$ cat config.mk
export PLATFORM = sky130hd
export DESIGN_NAME = sticky_flag_bank_flat
export DESIGN_NICKNAME = d
export VERILOG_FILES = /design/src/rtl/sticky_flag_bank_if.sv /design/src/rtl/sticky_flag_bank.sv /design/src/flat_wrapper.sv
export SDC_FILE = /design/constraint.sdc
export NUM_CORES = 1
export LEC_CHECK = 0
export BUFFER_PORTS_ARGS = -buffer_cell sky130_fd_sc_hd__buf_2
export CAP_MARGIN = 20
export CORE_AREA = 2 2 83 85
export DETAILED_ROUTE_END_ITERATION = 12
export DIE_AREA = 0 0 85 87
export GPL_ROUTABILITY_DRIVEN = 0
export GPL_TIMING_DRIVEN = 0
export PLACE_DENSITY = 0.68
export SYNTH_ARGS = -nofsm -noshare
export SYNTH_HDL_FRONTEND = slang
export SYNTH_SLANG_ARGS = --single-unit
$ cat constraint.sdc
create_clock -name clk -period 1.7 [get_ports clk]
set_input_delay 0.085 -clock clk [delete_from_list [all_inputs] [get_ports clk]]
set_output_delay 0.085 -clock clk [all_outputs]
set_load 0.02 [all_outputs]
$ cat src/rtl/sticky_flag_bank_if.sv
// Bus bundle for sticky_flag_bank: raw request/hold lines in, flag/pulse/counter
// status out. master drives the requests, slave is the flag bank itself.
interface sticky_flag_bank_if #(
    parameter int CH    = 4,
    parameter int CNT_W = 8
);
    logic [CH-1:0]       set_b_n;
    logic [CH-1:0]       set_c_n;
    logic [CH-1:0]       hold;
    logic                cnt_clr;
    logic [CH-1:0]       flag;
    logic [CH-1:0]       rise;
    logic                any_flag;
    logic [CH*CNT_W-1:0] set_cnt;

    modport master (
        output set_b_n, set_c_n, hold, cnt_clr,
        input  flag, rise, any_flag, set_cnt
    );

    modport slave (
        input  set_b_n, set_c_n, hold, cnt_clr,
        output flag, rise, any_flag, set_cnt
    );
endinterface

$ cat src/rtl/sticky_flag_bank.sv
// Bank of CH sticky flags fed by asynchronous active-low set requests and a hold
// line, with per-channel rise pulses and saturating event counters.
module sticky_flag_bank #(
    parameter int CH          = 4,
    parameter int CNT_W       = 8,
    parameter int SYNC_STAGES = 2,
    parameter int SET_PRIO    = 1,
    parameter int FLAG_INIT   = 1
) (
    input logic            clk,
    input logic            rst_n,
    sticky_flag_bank_if.slave bus
);

    typedef enum logic {LO = 1'b0, HI = 1'b1} state_t;

    logic [SYNC_STAGES-1:0][CH-1:0] b_sync_p0;
    logic [SYNC_STAGES-1:0][CH-1:0] c_sync_p0;
    logic [SYNC_STAGES-1:0][CH-1:0] hold_sync_p0;

    logic [CH-1:0] set_req;
    logic [CH-1:0] clr_req;
    logic [CH-1:0] set_go;
    logic [CH-1:0] clr_go;

    state_t             state_p1 [CH];
    logic [CH-1:0]      rise_p1;
    logic [CNT_W-1:0]   cnt_p1   [CH];
    logic [CH-1:0]      flag_vec;

    function automatic logic [CNT_W-1:0] sat_inc(input logic [CNT_W-1:0] v);
        return (&v) ? v : v + 1'b1;
    endfunction

    // Synchroniser stage: reset to the inactive level so leaving reset neither sets nor clears
    always_ff @(posedge clk or negedge rst_n) begin
        if (!rst_n) begin
            b_sync_p0    <= '1;
            c_sync_p0    <= '1;
            hold_sync_p0 <= '1;
        end else begin
            b_sync_p0    <= {b_sync_p0[SYNC_STAGES-2:0], bus.set_b_n};
            c_sync_p0    <= {c_sync_p0[SYNC_STAGES-2:0], bus.set_c_n};
            hold_sync_p0 <= {hold_sync_p0[SYNC_STAGES-2:0], bus.hold};
        end
    end

    always_comb begin
        set_req = ~b_sync_p0[SYNC_STAGES-1] | ~c_sync_p0[SYNC_STAGES-1];
        clr_req = ~hold_sync_p0[SYNC_STAGES-1];
        set_go  = '0;
        clr_go  = '0;
        for (int i = 0; i < CH; i++) begin
            set_go[i] = (state_p1[i] == LO) && set_req[i] && ((SET_PRIO != 0) || !clr_req[i]);
            clr_go[i] = (state_p1[i] == HI) && clr_req[i] && ((SET_PRIO == 0) || !set_req[i]);
        end
    end

    // Flag stage: per-channel LO/HI machine, rise pulse and counter share the set edge
    always_ff @(posedge clk or negedge rst_n) begin
        if (!rst_n) begin
            for (int i = 0; i < CH; i++) begin
                state_p1[i] <= (FLAG_INIT != 0) ? HI : LO;
                cnt_p1[i]   <= '0;
            end
            rise_p1 <= '0;
        end else begin
            for (int i = 0; i < CH; i++) begin
                case (state_p1[i])
                    LO: if (set_go[i]) state_p1[i] <= HI;
                    HI: if (clr_go[i]) state_p1[i] <= LO;
                    default: state_p1[i] <= LO;
                endcase
                rise_p1[i] <= set_go[i];
                if (bus.cnt_clr)
                    cnt_p1[i] <= {{(CNT_W-1){1'b0}}, set_go[i]};
                else if (set_go[i])
                    cnt_p1[i] <= sat_inc(cnt_p1[i]);
            end
        end
    end

    for (genvar g = 0; g < CH; g++) begin : g_out
        assign flag_vec[g]                       = (state_p1[g] == HI);
        assign bus.set_cnt[g*CNT_W +: CNT_W]     = cnt_p1[g];
    end

    assign bus.flag     = flag_vec;
    assign bus.rise     = rise_p1;
    assign bus.any_flag = |flag_vec;

endmodule
$ cat src/flat_wrapper.sv
// flat-port wrapper written by rule: the top's interface ports become plain ports
module sticky_flag_bank_flat 
#(
    parameter int CH          = 4,
    parameter int CNT_W       = 8,
    parameter int SYNC_STAGES = 2,
    parameter int SET_PRIO    = 1,
    parameter int FLAG_INIT   = 1
)
  (clk, rst_n, bus_set_b_n, bus_set_c_n, bus_hold, bus_cnt_clr, bus_flag, bus_rise, bus_any_flag, bus_set_cnt);
  sticky_flag_bank_if #(.CH(CH), .CNT_W(CNT_W)) bus_i ();
  input logic clk;
  input logic rst_n;
  input wire logic [$bits(bus_i.set_b_n)-1:0] bus_set_b_n;
  input wire logic [$bits(bus_i.set_c_n)-1:0] bus_set_c_n;
  input wire logic [$bits(bus_i.hold)-1:0] bus_hold;
  input wire logic [$bits(bus_i.cnt_clr)-1:0] bus_cnt_clr;
  output wire logic [$bits(bus_i.flag)-1:0] bus_flag;
  output wire logic [$bits(bus_i.rise)-1:0] bus_rise;
  output wire logic [$bits(bus_i.any_flag)-1:0] bus_any_flag;
  output wire logic [$bits(bus_i.set_cnt)-1:0] bus_set_cnt;
  assign bus_i.set_b_n = bus_set_b_n;
  assign bus_i.set_c_n = bus_set_c_n;
  assign bus_i.hold = bus_hold;
  assign bus_i.cnt_clr = bus_cnt_clr;
  assign bus_flag = bus_i.flag;
  assign bus_rise = bus_i.rise;
  assign bus_any_flag = bus_i.any_flag;
  assign bus_set_cnt = bus_i.set_cnt;
  sticky_flag_bank #(.CH(CH), .CNT_W(CNT_W), .SYNC_STAGES(SYNC_STAGES), .SET_PRIO(SET_PRIO), .FLAG_INIT(FLAG_INIT)) u_core (.clk(clk), .rst_n(rst_n), .bus(bus_i));
endmodule
# Word-level counts from Yosys, hierarchy flattened
# Index checks and enable logic that the tools add are counted.
# totals
mem_count	0
register_bits	64
latch_bits	0
out_inout_bits	41
word_cells	84
rom_bits	0
mem_bits_rw	0
inputBits	15
# op_classes
n_mul	0
order_cmp	0
n_reduce_logical	29
n_addsub	4
n_div	0
mux	24
n_eq_ne	4
bitwise	8
shift	0
# ops
cell	count
$mux W8	12
$add A8 B1 Y8 const B	4
$reduce_and A8 Y1	4
$logic_and A1 B1 Y1	12
$not A4 Y4	3
$mux W1	8
$ne A2 B2 Y1 const B	4
$pmux W1 S2	4
$reduce_and A2 Y1	4
$reduce_bool A2 Y1	4
$logic_not A1 Y1	4
$not A1 Y1	4
$or A4 B4 Y4	1
$reduce_or A4 Y1	1

# Logic depth before layout (Yosys ltp)
# logic_depth
word_depth	6
depth_mapped	5
ltp_nobuf	4

# Worst setup path after synthesis
# No wires, ideal clock.
# synth_timing
path_type	reg-to-reg
startpoint	register u_core.cnt_p1, in the netlist u_core.bus.set_cnt[16]
endpoint	register u_core.cnt_p1, in the netlist u_core.bus.set_cnt[21]
path_stages_with_launch	6
arrival_ns	1.625
period_less_slack_ns	1.753
setup_ns	0.128
required_time_ns	1.572
n_path_buf	1
slack_ns	-0.053
cell_sequence	dfrtp_1 > ha_1 > and4_1 > buf_2 > nor4b_2 > mux2_1
# synth_between
elab_chain_len	4
elab_cells_between_ends	7
classes_between	1 x add/sub; 1 x eq/ne; 3 x mux; 2 x reduce/logical
# synth_lines
item	line_no	text
start: declaration	sticky_flag_bank.sv:28	logic [CNT_W-1:0] cnt_p1 [CH];
start signal: indexed assignment	sticky_flag_bank.sv:76	cnt_p1[i] <= {{(CNT_W-1){1'b0}}, set_go[i]};
start signal: indexed assignment	sticky_flag_bank.sv:78	cnt_p1[i] <= sat_inc(cnt_p1[i]);
$add A8 B1 Y8	sticky_flag_bank.sv:32	return (&v) ? v : v + 1'b1;
$mux W8	sticky_flag_bank.sv:32	
$mux W8	sticky_flag_bank.sv:77	else if (set_go[i])
$mux W8	sticky_flag_bank.sv:75	if (bus.cnt_clr)
# Several ways; a longest one is shown, not always the timed one. The select of a mux whose other input is x is not followed.
# A chain may end at the register's enable or synchronous reset.

# Worst setup path in the final report
# layout_timing
startpoint	register u_core.cnt_p1, in the netlist u_core.bus.set_cnt[16]
endpoint	register u_core.cnt_p1, in the netlist u_core.bus.set_cnt[19]
# The elaborated chain is that of the path after synthesis.

==> impl_metrics.ini <==
[detailed_routing]
drc = 0
drt-wirelength-per-cell_um = 15.2
ant_nets = 0
avgViaCountPerCell = 5.65
vias = 2304
drt_pre_antenna_iters = 4
detailedRoute.firstIterationViolations = 132
routed_wirelength_um = 6210

[logic_synthesis]
post-synth-top-area-fraction = 0.318
synthArstFlopShare = 1.00
synth-warning-count = 0
yosys_most_used_dff = dfrtp_1
netlist_area_mm2 = 0.00283
post_synth_inst_count = 242
post_synthesis_adder_cell_area_fraction = 0.0177
yosysSeqAreaShare = 0.578
synth.top_cells.by_area = dfrtp_1 (32%), dfstp_2 (26%), nand2_1 (3.3%)
synth.mux.area_fraction = 0.0375
synth_top_cell_by_area = dfrtp_1
synth_enable_flop_cells = 0
netlist-cell-type-count = 43
synth.top_cells.by_count = dfrtp_1 (36), dfstp_2 (28), nand2_1 (25)
synth.most_common_cell = dfrtp_1
simple_logic_cell_fraction_of_the_synthesized_area = 0.179
synthesis_stage_register_bit_count = 64
synth_compound_gate_area_share = 0.152
synth.net_count = 261
synth_xor_area_frac = 0
syn_avg_cell_area_um2 = 11.7
dominant_combinational_cell_family_by_area_after_synthesis = simple AND/OR/NAND/NOR gates

[sta]
grt_setup_unrepaired = no
setup_viol = 0
post-route-period-util = 0.979
report.final.slew_viol_count = 0
worst-slew-pin-transition_ns = 0.603
finalClockSkew_ns = 0.0117
period_needed_ns = 1.66
final_critical_path_setup_slack_ns = 0.0351
tns_ns = 0
hold_violations_final = 0
max_freq_ghz = 0.601
timing.max_slew.rel_slack = 0.598

[min_path]
hp-start = bus_cnt_clr
worst_hold_path_type = in2reg
whs_path_depth = 3
hold_worst_path_end = u_core.bus.set_cnt[23]

[worst_setup_path]
critical_path.reg2reg.endpoint = u_core.bus.set_cnt[19]
cp-start-kind = flop
worst_path_maximum_fanout = 7
worstPathRequired_ns = 1.90
timing.critical_path.to_type = flop
reg2reg_from = u_core.bus.set_cnt[16]
cp_slowest_stage_delay_ns = 0.52
data_arrival_time_of_the_worst_path_ns = 1.87
path_depth = 4
r2r_setup_slack_ns = 0.04
critPathTopFamily = compound AO/OA/AOI/OAI gates
critical-path-slowest-cell = a2111oi_0
criticalPathCategory = reg2reg
timing.reg2reg.worst_path_depth = 4
path_buf_inv = 0
critical_path.cell_chain = ha_2 -> and4_2 -> a2111oi_0 -> nor3_1

[final_layout]
final_core_utilization = 0.544
n_antenna_cell = 0
flow.area_growth_from_synthesis_pct = 26.1
final_net_count = 342
drive_gt1_frac = 0.381
filler_cells = 571

[grt]
first_global_vias = 2140
grt_first_pass_wirelength_um = 10200
globalRoute.totalOverflow = 0
antenna_found_initial = 0
gr-usage-all-layers = 0.176
grt_start_max_net_pins = 42

[cts]
htree_levels = 3
clk_path_buf_depth = 2
cts_tree = done
clock_tree.root_cell = clkbuf_8
worst_setup_hold_path_clk_slew_ns = 0.07
worstSkewPairLatency_ns = 0.34
tritoncts.num_buffers = 9
clock_sink_count = 64

[power]
vdd_ir_drop_max_v = 0.000688
total_leakage_power_nw = 1.61
post-layout-total-power_mw = 3.03
p_per_area_mw_per_mm2 = 847

[placement]
port_buffers = 55
hpwlAfterDp_um = 4060
dpl_worst_slack_ns = -0.00275

[outcome]
outcome = completed

[die]
core_mm2 = 0.00657
initial_utilization = 0.431
number_of_i_o_pins = 56
die_width_um = 85
design.die.area_mm2 = 0.00740
chipHeight_um = 87
placementRows = 30

[job]
cap_viol_max_count = 0
where the power goes:
group / leakage, nW / internal [mW] / switching (mW)
Sequential: 0.789 / 1.60 / 0.0349
Clock: 0.0857 / 0.564 / 0.595
Combinational: 0.738 / 0.0907 / 0.141
Total: 1.61 / 2.26 / 0.771
cells in the final DEF, fill, tap and decap left out, types with 3 or more instances in the layout:
cell / count
a211o_1: 3
a211oi_1: 12
a21o_1: 4
a21oi_1: 10
a311oi_1: 6
a41oi_1: 8
and3_1: 9
buf_2: 56
buf_4: 3
buf_6: 3
clkbuf_1: 4
clkbuf_8: 10
dfrtp_1: 34
dfstp_2: 28
dlygate4sd3_1: 13
ha_2: 4
inv_1: 6
inv_2: 3
mux2_1: 4
mux2i_1: 5
nand2_1: 25
nand3_1: 12
nor2_1: 7
nor2b_1: 8
nor3_1: 6
nor4_1: 5
or4_1: 3
worst register-to-register path, cell delays in order, from the launching register on:
cell and delay (ns):
dfrtp_2 0.42, ha_2 0.22, and4_2 0.28, a2111oi_0 0.52, nor3_1 0.10
per-stage QoR:
step / instances / cell area, um2 / hold WS, ns
3_5_place_dp: 378 / 3230 / 0.110
4_1_cts: 409 / 3550 / 0.114
2_1_floorplan: 242 / 2840 / -0.211
3_3_place_gp: 377 / 3210 / 0.189
6_report: 408 / 3570 / 0.127
5_1_grt: 408 / 3570 / 0.172
area by class of cell:
class | instances | area [um2] | area share
Buffer | 9 | 61.3 | 0.0172
Clock buffer | 11 | 141 | 0.0396
Clock inverter | 5 | 31.3 | 0.00875
Inverter | 9 | 33.8 | 0.00945
Multi-Input combinational cell | 159 | 1130 | 0.315
Sequential cell | 64 | 1640 | 0.459
Tap cell | 80 | 100 | 0.0280
Timing Repair Buffer | 71 | 440 | 0.123
routing by layer:
metal	share of wire	global-route usage	wire, um
met2	0.48	0.279	2980
met3	0.065	0.0550	406
met4	0.013	0.0606	78
met1	0.44	0.229	2740
met5	0	0	0
cell families (layout without fill, tap and decap cells):
group | after synthesis | in the layout
buffers and inverters | 19 | 105
AO/OA/AOI/OAI | 55 | 55
multiplexers | 10 | 10
adder cells (fa/ha/maj) | 4 | 4
flip-flops | 64 | 64
AND/OR/NAND/NOR | 90 | 90
flip-flops by register name, summed over array words and instances, names as in the netlist:
name	cells
u_core.bus.rise	4
u_core.b_sync_p0	8
u_core.bus.set_cnt	32
u_core.c_sync_p0	8
u_core.bus.flag	4
u_core.hold_sync_p0	8
worst max path at each step:
stage,startpoint,endpoint,slack [ns]
finish,u_core.bus.set_cnt[16],u_core.bus.set_cnt[19],0.04
global placement,u_core.bus.set_cnt[16],u_core.bus.set_cnt[23],0.0006
global route,u_core.bus.set_cnt[16],u_core.bus.set_cnt[21],0.01
detailed placement,u_core.bus.set_cnt[16],u_core.bus.set_cnt[23],-0.003
floorplan,u_core.bus.set_cnt[16],u_core.bus.set_cnt[21],0.03
CTS,u_core.bus.set_cnt[16],u_core.bus.set_cnt[21],0.04
repair_timing:
action                                  4_1_cts  5_1_grt
resized for setup                             0        8
endpoints found under the setup margin        2        6
setup buffers                                 2        0
hold buffers                                 13        0
endpoints found under the hold margin        23        0
cloned                                        0        0
pin swaps                                     0        1
Note: power is estimated with default switching activity, not from simulation.
